[config.mk]
export PLATFORM = sky130hd
export DESIGN_NAME = bus_arbiter
export DESIGN_NICKNAME = d
export VERILOG_FILES = /design/src/rtl/bus_arbiter_pkg.sv /design/src/rtl/bus_arbiter.sv
export SDC_FILE = /design/constraint.sdc
export NUM_CORES = 1
export LEC_CHECK = 0
export CORE_ASPECT_RATIO = 1.75
export CORE_MARGIN = 1
export CORE_UTILIZATION = 42
export DETAILED_ROUTE_END_ITERATION = 8
export PLACE_DENSITY = 0.94
export SETUP_SLACK_MARGIN = 0.4
export SYNTH_ARGS = -nofsm -noshare
export SYNTH_HDL_FRONTEND = slang
export SYNTH_SLANG_ARGS = --single-unit
[constraint.sdc]
create_clock -name clk -period 3.95 [get_ports clk]
set_input_delay 0.9875 -clock clk [delete_from_list [all_inputs] [get_ports clk]]
set_output_delay 0.9875 -clock clk [all_outputs]
set_load 0.02 [all_outputs]
[src/rtl/bus_arbiter_pkg.sv]
// -----------------------------------------------------------------------------
// bus_arbiter_pkg
// Shared definitions for the memory/I/O bus arbiter: bus widths, the
// active-low handshake and read/write constants, and the arbiter states.
// -----------------------------------------------------------------------------
package bus_arbiter_pkg;

  localparam int BUS_ADDR_WIDTH = 16;
  localparam int DATA_WIDTH     = 8;

  // Active-low handshake levels
  localparam logic Enable_  = 1'b0;
  localparam logic Disable_ = 1'b1;

  // Shared bus direction (active-low write)
  localparam logic Read  = 1'b1;
  localparam logic Write = 1'b0;

  // Arbiter states
  typedef enum logic [2:0] {
    ArbIdle    = 3'd0,
    ArbDrain   = 3'd1,
    ArbGrant   = 3'd2,
    ArbRelease = 3'd3,
    ArbRevoke  = 3'd4
  } arb_state_e;

endpackage

[src/rtl/bus_arbiter.sv]
// -----------------------------------------------------------------------------
// bus_arbiter
// Responder side of the DMA breq_/bgrt_ handshake. The CPU owns the shared bus
// by default; on a DMA request the CPU is stalled at a cycle boundary, the bus
// is granted to the DMA master, and it is returned on release or after
// MAX_HOLD grant cycles (hold-timeout, which also sets the sticky err flag).
//
// Ports:
//   clk, reset_            clock, synchronous active-low reset
//   breq_ / bgrt_          DMA request in / grant out (active-low, registered)
//   cpu_busy / cpu_hold    CPU mid-cycle in / CPU stall out (registered)
//   cpu_*, dma_*           master address, write data, read/write
//   mem_addr/odata/rw_     shared bus, muxed from the current state
//   err_clr / err          clear / sticky hold-timeout flag
//   gcnt                   grants issued, wraps at 256
// -----------------------------------------------------------------------------
module bus_arbiter
  import bus_arbiter_pkg::*;
#(
  parameter int MAX_HOLD = 64,   // 2..255
  parameter int MIN_CPU  = 2     // 0..255
) (
  input  logic                      clk,
  input  logic                      reset_,
  input  logic                      breq_,
  output logic                      bgrt_,
  input  logic                      cpu_busy,
  output logic                      cpu_hold,
  input  logic [BUS_ADDR_WIDTH-1:0] cpu_addr,
  input  logic [BUS_ADDR_WIDTH-1:0] dma_addr,
  input  logic [DATA_WIDTH-1:0]     cpu_odata,
  input  logic [DATA_WIDTH-1:0]     dma_odata,
  input  logic                      cpu_rw_,
  input  logic                      dma_rw_,
  output logic [BUS_ADDR_WIDTH-1:0] mem_addr,
  output logic [DATA_WIDTH-1:0]     mem_odata,
  output logic                      mem_rw_,
  input  logic                      err_clr,
  output logic                      err,
  output logic [7:0]                gcnt
);

  // Hold counter starts at 0 on the first grant cycle, so the last allowed
  // grant cycle is the one where it reads MAX_HOLD-1.
  localparam logic [7:0] HOLD_LAST = 8'(MAX_HOLD - 1);
  localparam logic [7:0] FAIR_LOAD = 8'(MIN_CPU);

  arb_state_e r_state;
  logic       r_bgrt_;
  logic       r_cpu_hold;
  logic       r_err;
  logic [7:0] r_gcnt;
  logic [7:0] r_hold;
  logic [7:0] r_fair;

  arb_state_e w_next_state;
  logic       w_grant_start;
  logic       w_timeout;

  // Next-state decode and the one-cycle grant/timeout strobes
  always_comb begin
    w_next_state  = r_state;
    w_grant_start = 1'b0;
    w_timeout     = 1'b0;
    case (r_state)
      ArbIdle: begin
        if ((breq_ == Enable_) && (r_fair == 8'd0)) begin
          w_next_state = ArbDrain;
        end else begin
          w_next_state = ArbIdle;
        end
      end
      ArbDrain: begin
        // A withdrawn request wins over a finished CPU cycle: no grant.
        if (breq_ == Disable_) begin
          w_next_state = ArbIdle;
        end else if (!cpu_busy) begin
          w_next_state  = ArbGrant;
          w_grant_start = 1'b1;
        end else begin
          w_next_state = ArbDrain;
        end
      end
      ArbGrant: begin
        if (breq_ == Disable_) begin
          w_next_state = ArbRelease;
        end else if (r_hold == HOLD_LAST) begin
          w_next_state = ArbRevoke;
          w_timeout    = 1'b1;
        end else begin
          w_next_state = ArbGrant;
        end
      end
      ArbRelease: begin
        w_next_state = ArbIdle;
      end
      ArbRevoke: begin
        if (breq_ == Disable_) begin
          w_next_state = ArbRelease;
        end else begin
          w_next_state = ArbRevoke;
        end
      end
      default: begin
        w_next_state = ArbIdle;
      end
    endcase
  end

  // State, registered handshake outputs, counters and sticky error
  always_ff @(posedge clk) begin
    if (!reset_) begin
      r_state    <= ArbIdle;
      r_bgrt_    <= Disable_;
      r_cpu_hold <= 1'b0;
      r_err      <= 1'b0;
      r_gcnt     <= 8'd0;
      r_hold     <= 8'd0;
      r_fair     <= 8'd0;
    end else begin
      r_state    <= w_next_state;
      // Outputs are registered from the next state so they line up with it.
      r_bgrt_    <= (w_next_state == ArbGrant) ? Enable_ : Disable_;
      r_cpu_hold <= (w_next_state != ArbIdle);

      if (w_grant_start) begin
        r_gcnt <= r_gcnt + 8'd1;
      end else begin
        r_gcnt <= r_gcnt;
      end

      if (w_grant_start) begin
        r_hold <= 8'd0;
      end else if (r_state == ArbGrant) begin
        r_hold <= r_hold + 8'd1;
      end else begin
        r_hold <= r_hold;
      end

      if (r_state == ArbRelease) begin
        r_fair <= FAIR_LOAD;
      end else if ((r_state == ArbIdle) && (r_fair != 8'd0)) begin
        r_fair <= r_fair - 8'd1;
      end else begin
        r_fair <= r_fair;
      end

      // Timeout has priority over a simultaneous clear.
      if (w_timeout) begin
        r_err <= 1'b1;
      end else if (err_clr) begin
        r_err <= 1'b0;
      end else begin
        r_err <= r_err;
      end
    end
  end

  // Shared bus steering; the turnaround states park the bus in a safe read
  always_comb begin
    mem_addr  = cpu_addr;
    mem_odata = cpu_odata;
    mem_rw_   = cpu_rw_;
    case (r_state)
      ArbGrant: begin
        mem_addr  = dma_addr;
        mem_odata = dma_odata;
        mem_rw_   = dma_rw_;
      end
      ArbIdle, ArbDrain: begin
        mem_addr  = cpu_addr;
        mem_odata = cpu_odata;
        mem_rw_   = cpu_rw_;
      end
      ArbRelease, ArbRevoke: begin
        mem_addr  = {BUS_ADDR_WIDTH{1'b0}};
        mem_odata = {DATA_WIDTH{1'b0}};
        mem_rw_   = Read;
      end
      default: begin
        mem_addr  = {BUS_ADDR_WIDTH{1'b0}};
        mem_odata = {DATA_WIDTH{1'b0}};
        mem_rw_   = Read;
      end
    endcase
  end

  assign bgrt_    = r_bgrt_;
  assign cpu_hold = r_cpu_hold;
  assign err      = r_err;
  assign gcnt     = r_gcnt;

endmodule
==> results.yml, run 1 <==
status:
  outcome: "finished, final reports clean"
route:
  post-route-drc-count: 0
  drt-initial-drc-count: 52
  firstDrtPassIters: 4
  detail_route.wl_per_cell_um: 14.2
  routed_wirelength_um: 4710
  post_drt_via_cell_ratio: 5.62
  ant_nets: 0
  via_count: 1866
sta:
  setup-tns-final_ns: 0
  timing_hold_violations_final: 0
  final.period_utilization_pct: 82.3
  report.final.setup_viol: 0
  slew_hr_pct: 59.9
  report.final.slew_viol_count: 0
  timing_worst_slew_pin_value_ns: 0.586
  fin_crit_ns: 3.25
  achievable-frequency_ghz: 0.307
  setup_repair_after_global_routing_missed_its_margin: "false"
  worst_slack_ns: 0.698
  worst_clock_skew_ns: 0.00594
  fin_hold_ws_ns: 0.476
grt:
  maximum_number_of_pins_on_one_net_before_global_route_repair: 28
  grt_remaining_overflow: 0
  vias_in_the_first_global_route: 1829
  antenna_found_initial: 0
  grt_usage_pct: 23.9
  wire_length_of_the_first_global_routing_pass_um: 7740
logic_synthesis:
  netlist_area_um2: 1700
  synthesized_area_fraction_occupied_by_ao_oa_aoi_and_oai_cells_pct: 23.0
  ys_async_sr_fraction_pct: 0
  main_synth_ff_type: "sky130_fd_sc_hd__dfxtp_1"
  synth.most_common_cell: "sky130_fd_sc_hd__dfxtp_1"
  synth.top_cell.area_share_pct: 35.4
  synthSimpleGateAreaFrac_pct: 25.5
  yosys-mux-area-fraction_pct: 0.590
  synth_cells: 193
  synth_area_leaders: "sky130_fd_sc_hd__dfxtp_1 35%, sky130_fd_sc_hd__a22o_1 12%, sky130_fd_sc_hd__xnor2_1 6.2%"
  netlist.top_cell.by_area: "sky130_fd_sc_hd__dfxtp_1"
  ys_warn_count: 0
  netlist-cell-type-count: 49
  synth_area_per_cell_um2: 8.78
  postSynthNetCount: 251
  fraction_of_the_yosys_area_taken_by_sequential_cells_pct: 35.4
  post_synth_most_frequent_cells: "30 x sky130_fd_sc_hd__dfxtp_1, 24 x sky130_fd_sc_hd__a22o_1, 23 x sky130_fd_sc_hd__nor2_1, 12 x sky130_fd_sc_hd__xnor2_1, 11 x sky130_fd_sc_hd__a21oi_1"
  synth_seq_cells: 30
  main_combinational_cell_family_by_area_after_synthesis: "simple AND/OR/NAND/NOR gates"
  yosys.area_share.xor_xnor_pct: 8.27
  synth_enable_flop_cells: 0
  post_synthesis_share_of_cell_area_spent_on_full_adders_half_adders_and_majority_gates_pct: 2.21
critical_path:
  critical_path_peak_fanout: 1
  critical_path.cell_chain: "clkdlybuf4s50_1 > a22oi_1 > o21ai_0 > clkdlybuf4s50_1"
  critical_path_required_ns: 2.96
  critical_path_arrival_ns: 2.26
  endpoint_kind: "output port"
  critical-path-max-stage-delay_ns: 0.64
  critical-path-top-cell-by-count: "sky130_fd_sc_hd__clkdlybuf4s50_1"
  critical_path_launch_point: "dma_rw_"
  crit-reg2reg-launch: "r_fair[0]"
  r2r_setup_slack_ns: 1.88
  critPathLaunchType: "input port"
  worst-setup-path-type: "in2out"
  crit_path_top_delay_cell: "sky130_fd_sc_hd__clkdlybuf4s50_1"
die:
  num_io_pins: 91
  floorplan.die.height_um: 86.0
  initial_util_pct: 43.9
  dieArea_um2: 4300
  dieWidth_um: 50.0
  coreArea_um2: 3870
  row_count: 30
power:
  power.leakage_nw: 1.06
  power.ir.vdd_worst_mv: 0.362
  cellPowerDensity_nw_per_um2: 433
  power.total_mw: 1.17
clock_network:
  cts_hold_fix_bufs: 0
  cts_htree_levels: 2
  tritoncts: "done"
  postCtsSetupRepairBufs: 0
  clock_path_buffers: 2
  cts_resized: 0
  clk-insertion-delay-late_ns: 0.29
  clock_transition_at_the_register_clock_pins_on_the_worst_setup_and_hold_paths_after_cts_ns: 0.06
  number_of_clock_sinks_seen_by_cts: 30
  number_of_buffers_added_by_the_clock_tree_synthesis_step: 5
  clock_root_buffer_master: "sky130_fd_sc_hd__clkbuf_8"
hold_path:
  worst_hold_path_type: "reg2reg"
  origin_of_the_worst_min_delay_path: "r_hold[1]"
final_layout:
  post-route-util_pct: 70.3
  syn_to_final_growth_pct: 60.2
  drive_gt1_share_pct: 8.10
  num_antenna_cells: 0
  fillCellCount: 302
  fin_nets: 341
placement:
  port_buffers: 90
  detail_placement_hpwl_um: 3730
  routabilityCongestion: 0.766
  dp_worst_setup_slack_ns: 0.688
run:
  drv_cap: 0
-- path summary, 6_finish.rpt --
kind         cells after the start   endpoint
max                              4    mem_rw_
min                              2  r_hold[1]
max reg2reg                      6  r_fair[4]
min reg2reg                      2  r_hold[1]
-- per-stage QoR --
stage | cell area (µm²) | instances
2_1_floorplan | 1700 | 193
3_3_place_gp | 2630 | 324
3_5_place_dp | 2630 | 324
4_1_cts | 2720 | 332
5_1_grt | 2720 | 332
6_report | 2720 | 332
-- cells by family after synthesis --
| family | Yosys count |
|---|---|
| AOI/OAI and AO/OA | 53 |
| xor gates and xnor gates | 16 |
| adders and majority gates | 3 |
| buffers and inverters | 17 |
| DFF | 30 |
| muxes | 1 |
| and+or+nand+nor | 73 |
-- cell usage in the layout, fill, tap and decap left out, types with 2 or more instances in the layout --
| cell | synthesis | routed |
|---|---|---|
| sky130_fd_sc_hd__clkdlybuf4s50_1 | 0 | 90 |
| sky130_fd_sc_hd__dfxtp_1 | 30 | 30 |
| sky130_fd_sc_hd__a22o_1 | 24 | 24 |
| sky130_fd_sc_hd__nor2_1 | 23 | 23 |
| sky130_fd_sc_hd__xnor2_1 | 12 | 12 |
| sky130_fd_sc_hd__a21oi_1 | 11 | 11 |
| sky130_fd_sc_hd__nand2_1 | 8 | 8 |
| sky130_fd_sc_hd__inv_1 | 6 | 6 |
| sky130_fd_sc_hd__clkbuf_8 | 0 | 6 |
| sky130_fd_sc_hd__o21ai_0 | 5 | 5 |
| sky130_fd_sc_hd__nand3_1 | 5 | 5 |
| sky130_fd_sc_hd__nor3_1 | 4 | 4 |
| sky130_fd_sc_hd__xor2_1 | 4 | 4 |
| sky130_fd_sc_hd__or3_1 | 4 | 4 |
| sky130_fd_sc_hd__nand4_1 | 3 | 3 |
| sky130_fd_sc_hd__o31ai_1 | 3 | 3 |
| sky130_fd_sc_hd__ha_1 | 3 | 3 |
| sky130_fd_sc_hd__buf_4 | 1 | 3 |
| sky130_fd_sc_hd__and2_1 | 2 | 2 |
| sky130_fd_sc_hd__or4_4 | 2 | 2 |
| sky130_fd_sc_hd__nand2b_1 | 2 | 2 |
| sky130_fd_sc_hd__nor4_1 | 2 | 2 |
| sky130_fd_sc_hd__and3_1 | 2 | 2 |
| sky130_fd_sc_hd__or4_1 | 2 | 2 |
| sky130_fd_sc_hd__nor4b_1 | 2 | 2 |
-- critical path: cells and delay by family --
| family | cells | cell delay [ns] |
|---|---|---|
| buf+inv | 2 | 1.10 |
| compound gates | 2 | 0.17 |
-- routing by layer --
| layer | vias up | wire length (µm) | track usage (%) |
|---|---|---|---|
| met3 | 9 | 370 | 7.80 |
| met2 | 98 | 2400 | 41.7 |
| met4 | 0 | 119 | 12.5 |
| met5 | - | 0 | 0 |
| li1 | 898 | - | - |
| met1 | 861 | 1820 | 24.6 |
-- power by group --
part	internal (mW)	switching, mW	total [mW]
registers	0.348	0.0480	0.396
clock network	0.140	0.115	0.255
logic	0.277	0.247	0.524
total	0.765	0.410	1.17
-- registers in the layout (all words and copies together) (netlist names) --
register / flops
gcnt: 8
r_state: 3
cpu_hold: 1
bgrt_: 1
err: 1
r_fair: 8
r_hold: 8
-- area by class of cell --
class / instances / area, µm² / area share [%]
Multi-Input combinational cell: 146 / 1010 / 37.4
Timing Repair Buffer: 93 / 923 / 34.0
Sequential cell: 30 / 601 / 22.1
Clock buffer: 7 / 86.3 / 3.18
Tap cell: 48 / 60.1 / 2.21
Inverter: 7 / 26.3 / 0.967
Clock inverter: 1 / 5.00 / 0.184
(Power assumes the default switching activity.)
==> run 2, diff against run 1 <==
--- a/config.mk
+++ b/config.mk
@@ -7,9 +7,9 @@
 export LEC_CHECK = 0
 export CORE_ASPECT_RATIO = 1.75
 export CORE_MARGIN = 1
-export CORE_UTILIZATION = 42
+export CORE_UTILIZATION = 35
 export DETAILED_ROUTE_END_ITERATION = 8
-export PLACE_DENSITY = 0.94
+export PLACE_DENSITY = 0.85
 export SETUP_SLACK_MARGIN = 0.4
 export SYNTH_ARGS = -nofsm -noshare
 export SYNTH_HDL_FRONTEND = slang
==> constraint.sdc (replaced) <==
create_clock -name clk -period 2.7 [get_ports clk]
set_input_delay 0.675 -clock clk [delete_from_list [all_inputs] [get_ports clk]]
set_output_delay 0.675 -clock clk [all_outputs]
set_load 0.02 [all_outputs]
==> run 2 against run 1 <==
  * Global-route usage down 3.9 points
  * Via count about the same
  * Combinational power up 46%
  * Cell count up 3.3%
  * Clock power up 37%
  * Die area up 19%
  * Sequential share of layout area about the same
==> results.yml, run 2 (synthesis gave the netlist of run 1 again) <==
route:
  ant_nets: 0
  post_drt_via_cell_ratio: 5.44
  post-route-drc-count: 0
  via_count: 1865
  routed_wirelength_um: 4590
  drt-initial-drc-count: 18
  detail_route.wl_per_cell_um: 13.4
  firstDrtPassIters: 4
critical_path:
  critPathLaunchType: "register"
  reg2regPathDepth: 6
  critical_path_arrival_ns: 1.60
  critical_path_required_ns: 2.03
  endpoint_kind: "output port"
  critical_path_peak_fanout: 11
  worst-setup-path-type: "reg2out"
final_layout:
  final_common_cell: "sky130_fd_sc_hd__clkdlybuf4s50_1"
  mostFrequentLayoutCells: "65 x sky130_fd_sc_hd__clkdlybuf4s50_1, 29 x sky130_fd_sc_hd__dfxtp_1, 24 x sky130_fd_sc_hd__a22o_1, 22 x sky130_fd_sc_hd__nor2_1, 16 x sky130_fd_sc_hd__clkbuf_2"
  drive_gt1_share_pct: 18.9
  post-route-util_pct: 58.4
  fin_nets: 350
  finalNonFillerCells: 343
  syn_to_final_growth_pct: 60.7
  num_antenna_cells: 0
power:
  power.ir.vdd_worst_mv: 0.527
  power.total_mw: 1.69
  cellPowerDensity_nw_per_um2: 622
  power.leakage_nw: 1.12
placement:
  dp_worst_setup_slack_ns: -0.0559
  dp.cells: 336
  routabilityCongestion: 0.755
  detail_placement_hpwl_um: 3740
  port_buffers: 90
sta:
  slew_hr_pct: 64.7
  report.final.slew_viol_count: 0
  setup_repair_after_global_routing_missed_its_margin: "true"
  report.final.setup_viol: 0
  achievable-frequency_ghz: 0.440
  worst_slack_ns: 0.426
  timing_worst_slew_pin_value_ns: 0.516
  final.period_utilization_pct: 84.2
  worst_clock_skew_ns: 0.00451
  fin_crit_ns: 2.27
  setup-tns-final_ns: 0
  timing_hold_violations_final: 0
status:
  outcome: "finished, final reports clean"
clock_network:
  clock_transition_at_the_register_clock_pins_on_the_worst_setup_and_hold_paths_after_cts_ns: 0.06
  clock_root_buffer_master: "sky130_fd_sc_hd__clkbuf_8"
  clock_path_buffers: 2
  cts_hold_fix_bufs: 0
  tritoncts: "done"
  cts_htree_levels: 2
  clk-insertion-delay-late_ns: 0.28
  number_of_buffers_added_by_the_clock_tree_synthesis_step: 5
  number_of_clock_sinks_seen_by_cts: 30
die:
  initial_util_pct: 36.3
  dieArea_um2: 5140
  dieWidth_um: 54.6
  coreArea_um2: 4670
  num_io_pins: 91
  floorplan.die.height_um: 94.1
  row_count: 33
grt:
  vias_in_the_first_global_route: 1878
  wire_length_of_the_first_global_routing_pass_um: 7460
  grt_usage_pct: 19.9
  antenna_found_initial: 0
  grt_remaining_overflow: 0
  maximum_number_of_pins_on_one_net_before_global_route_repair: 23
hold_path:
  min_delay_path_depth: 2
  worst_hold_path_type: "reg2reg"
run:
  drv_cap: 0
run 2: changes by cell type in the layout (fill, tap and decap cells not counted), sizes merged:
cell	previous run	this run
dlygate4sd2	0	2
clkbuf	7	22
clkdlybuf4s15	0	6
buf	3	13
clkdlybuf4s50	90	65
clkinv	2	1
run 2: path summary, 6_finish.rpt:
check | endpoint | startpoint | slack, ns
min reg2reg | r_hold[1] | r_hold[1] | 0.47
min | r_hold[1] | r_hold[1] | 0.47
max | mem_addr[13] | r_state[1] | 0.43
max reg2reg | r_fair[4] | r_fair[0] | 0.69
run 2: worst max-delay path: stages, from the launching register on:
cell	delay, ns
sky130_fd_sc_hd__dfxtp_2	0.39
sky130_fd_sc_hd__nor3b_4	0.25
sky130_fd_sc_hd__buf_4	0.21
sky130_fd_sc_hd__a22o_1	0.14
sky130_fd_sc_hd__dlygate4sd2_1	0.32
run 2: cell type report:
cell class / instances / area (µm²)
fillers: 419 / 1940
multi-input cells: 146 / 1040
repair buffers: 102 / 911
flip-flops and latches: 30 / 602
clock buffers: 6 / 82.6
well taps: 52 / 65.1
inverters: 7 / 26.3
run 2: per-stage QoR:
stage | hold WS [ns] | area, µm²
after floorplan | 0.448 | 1700
after global placement | 0.457 | 2690
after detailed placement | 0.467 | 2690
after CTS | 0.476 | 2770
after global routing | 0.506 | 2720
final | 0.474 | 2720
run 2: repair_timing:
| item | 4_1_cts | 5_1_grt |
|---|---|---|
| endpoints found under the setup margin | 25 | 25 |
| resized for setup | 44 | 34 |
| buffers inserted | 1 | 0 |
| endpoints found under the hold margin | 0 | 0 |
run 2: per-layer routing:
layer / global-route usage, % / up-vias / wire length (µm)
li1: - / 909 / -
met4: 8.76 / 0 / 104
met1: 19.1 / 858 / 1580
met2: 36.5 / 89 / 2600
met3: 5.50 / 9 / 301
met5: 0 / - / 0
run 2: where the power goes:
group	switching (mW)	total [mW]	internal, mW
Combinational	0.377	0.765	0.388
Clock	0.154	0.350	0.196
Sequential	0.0699	0.580	0.510
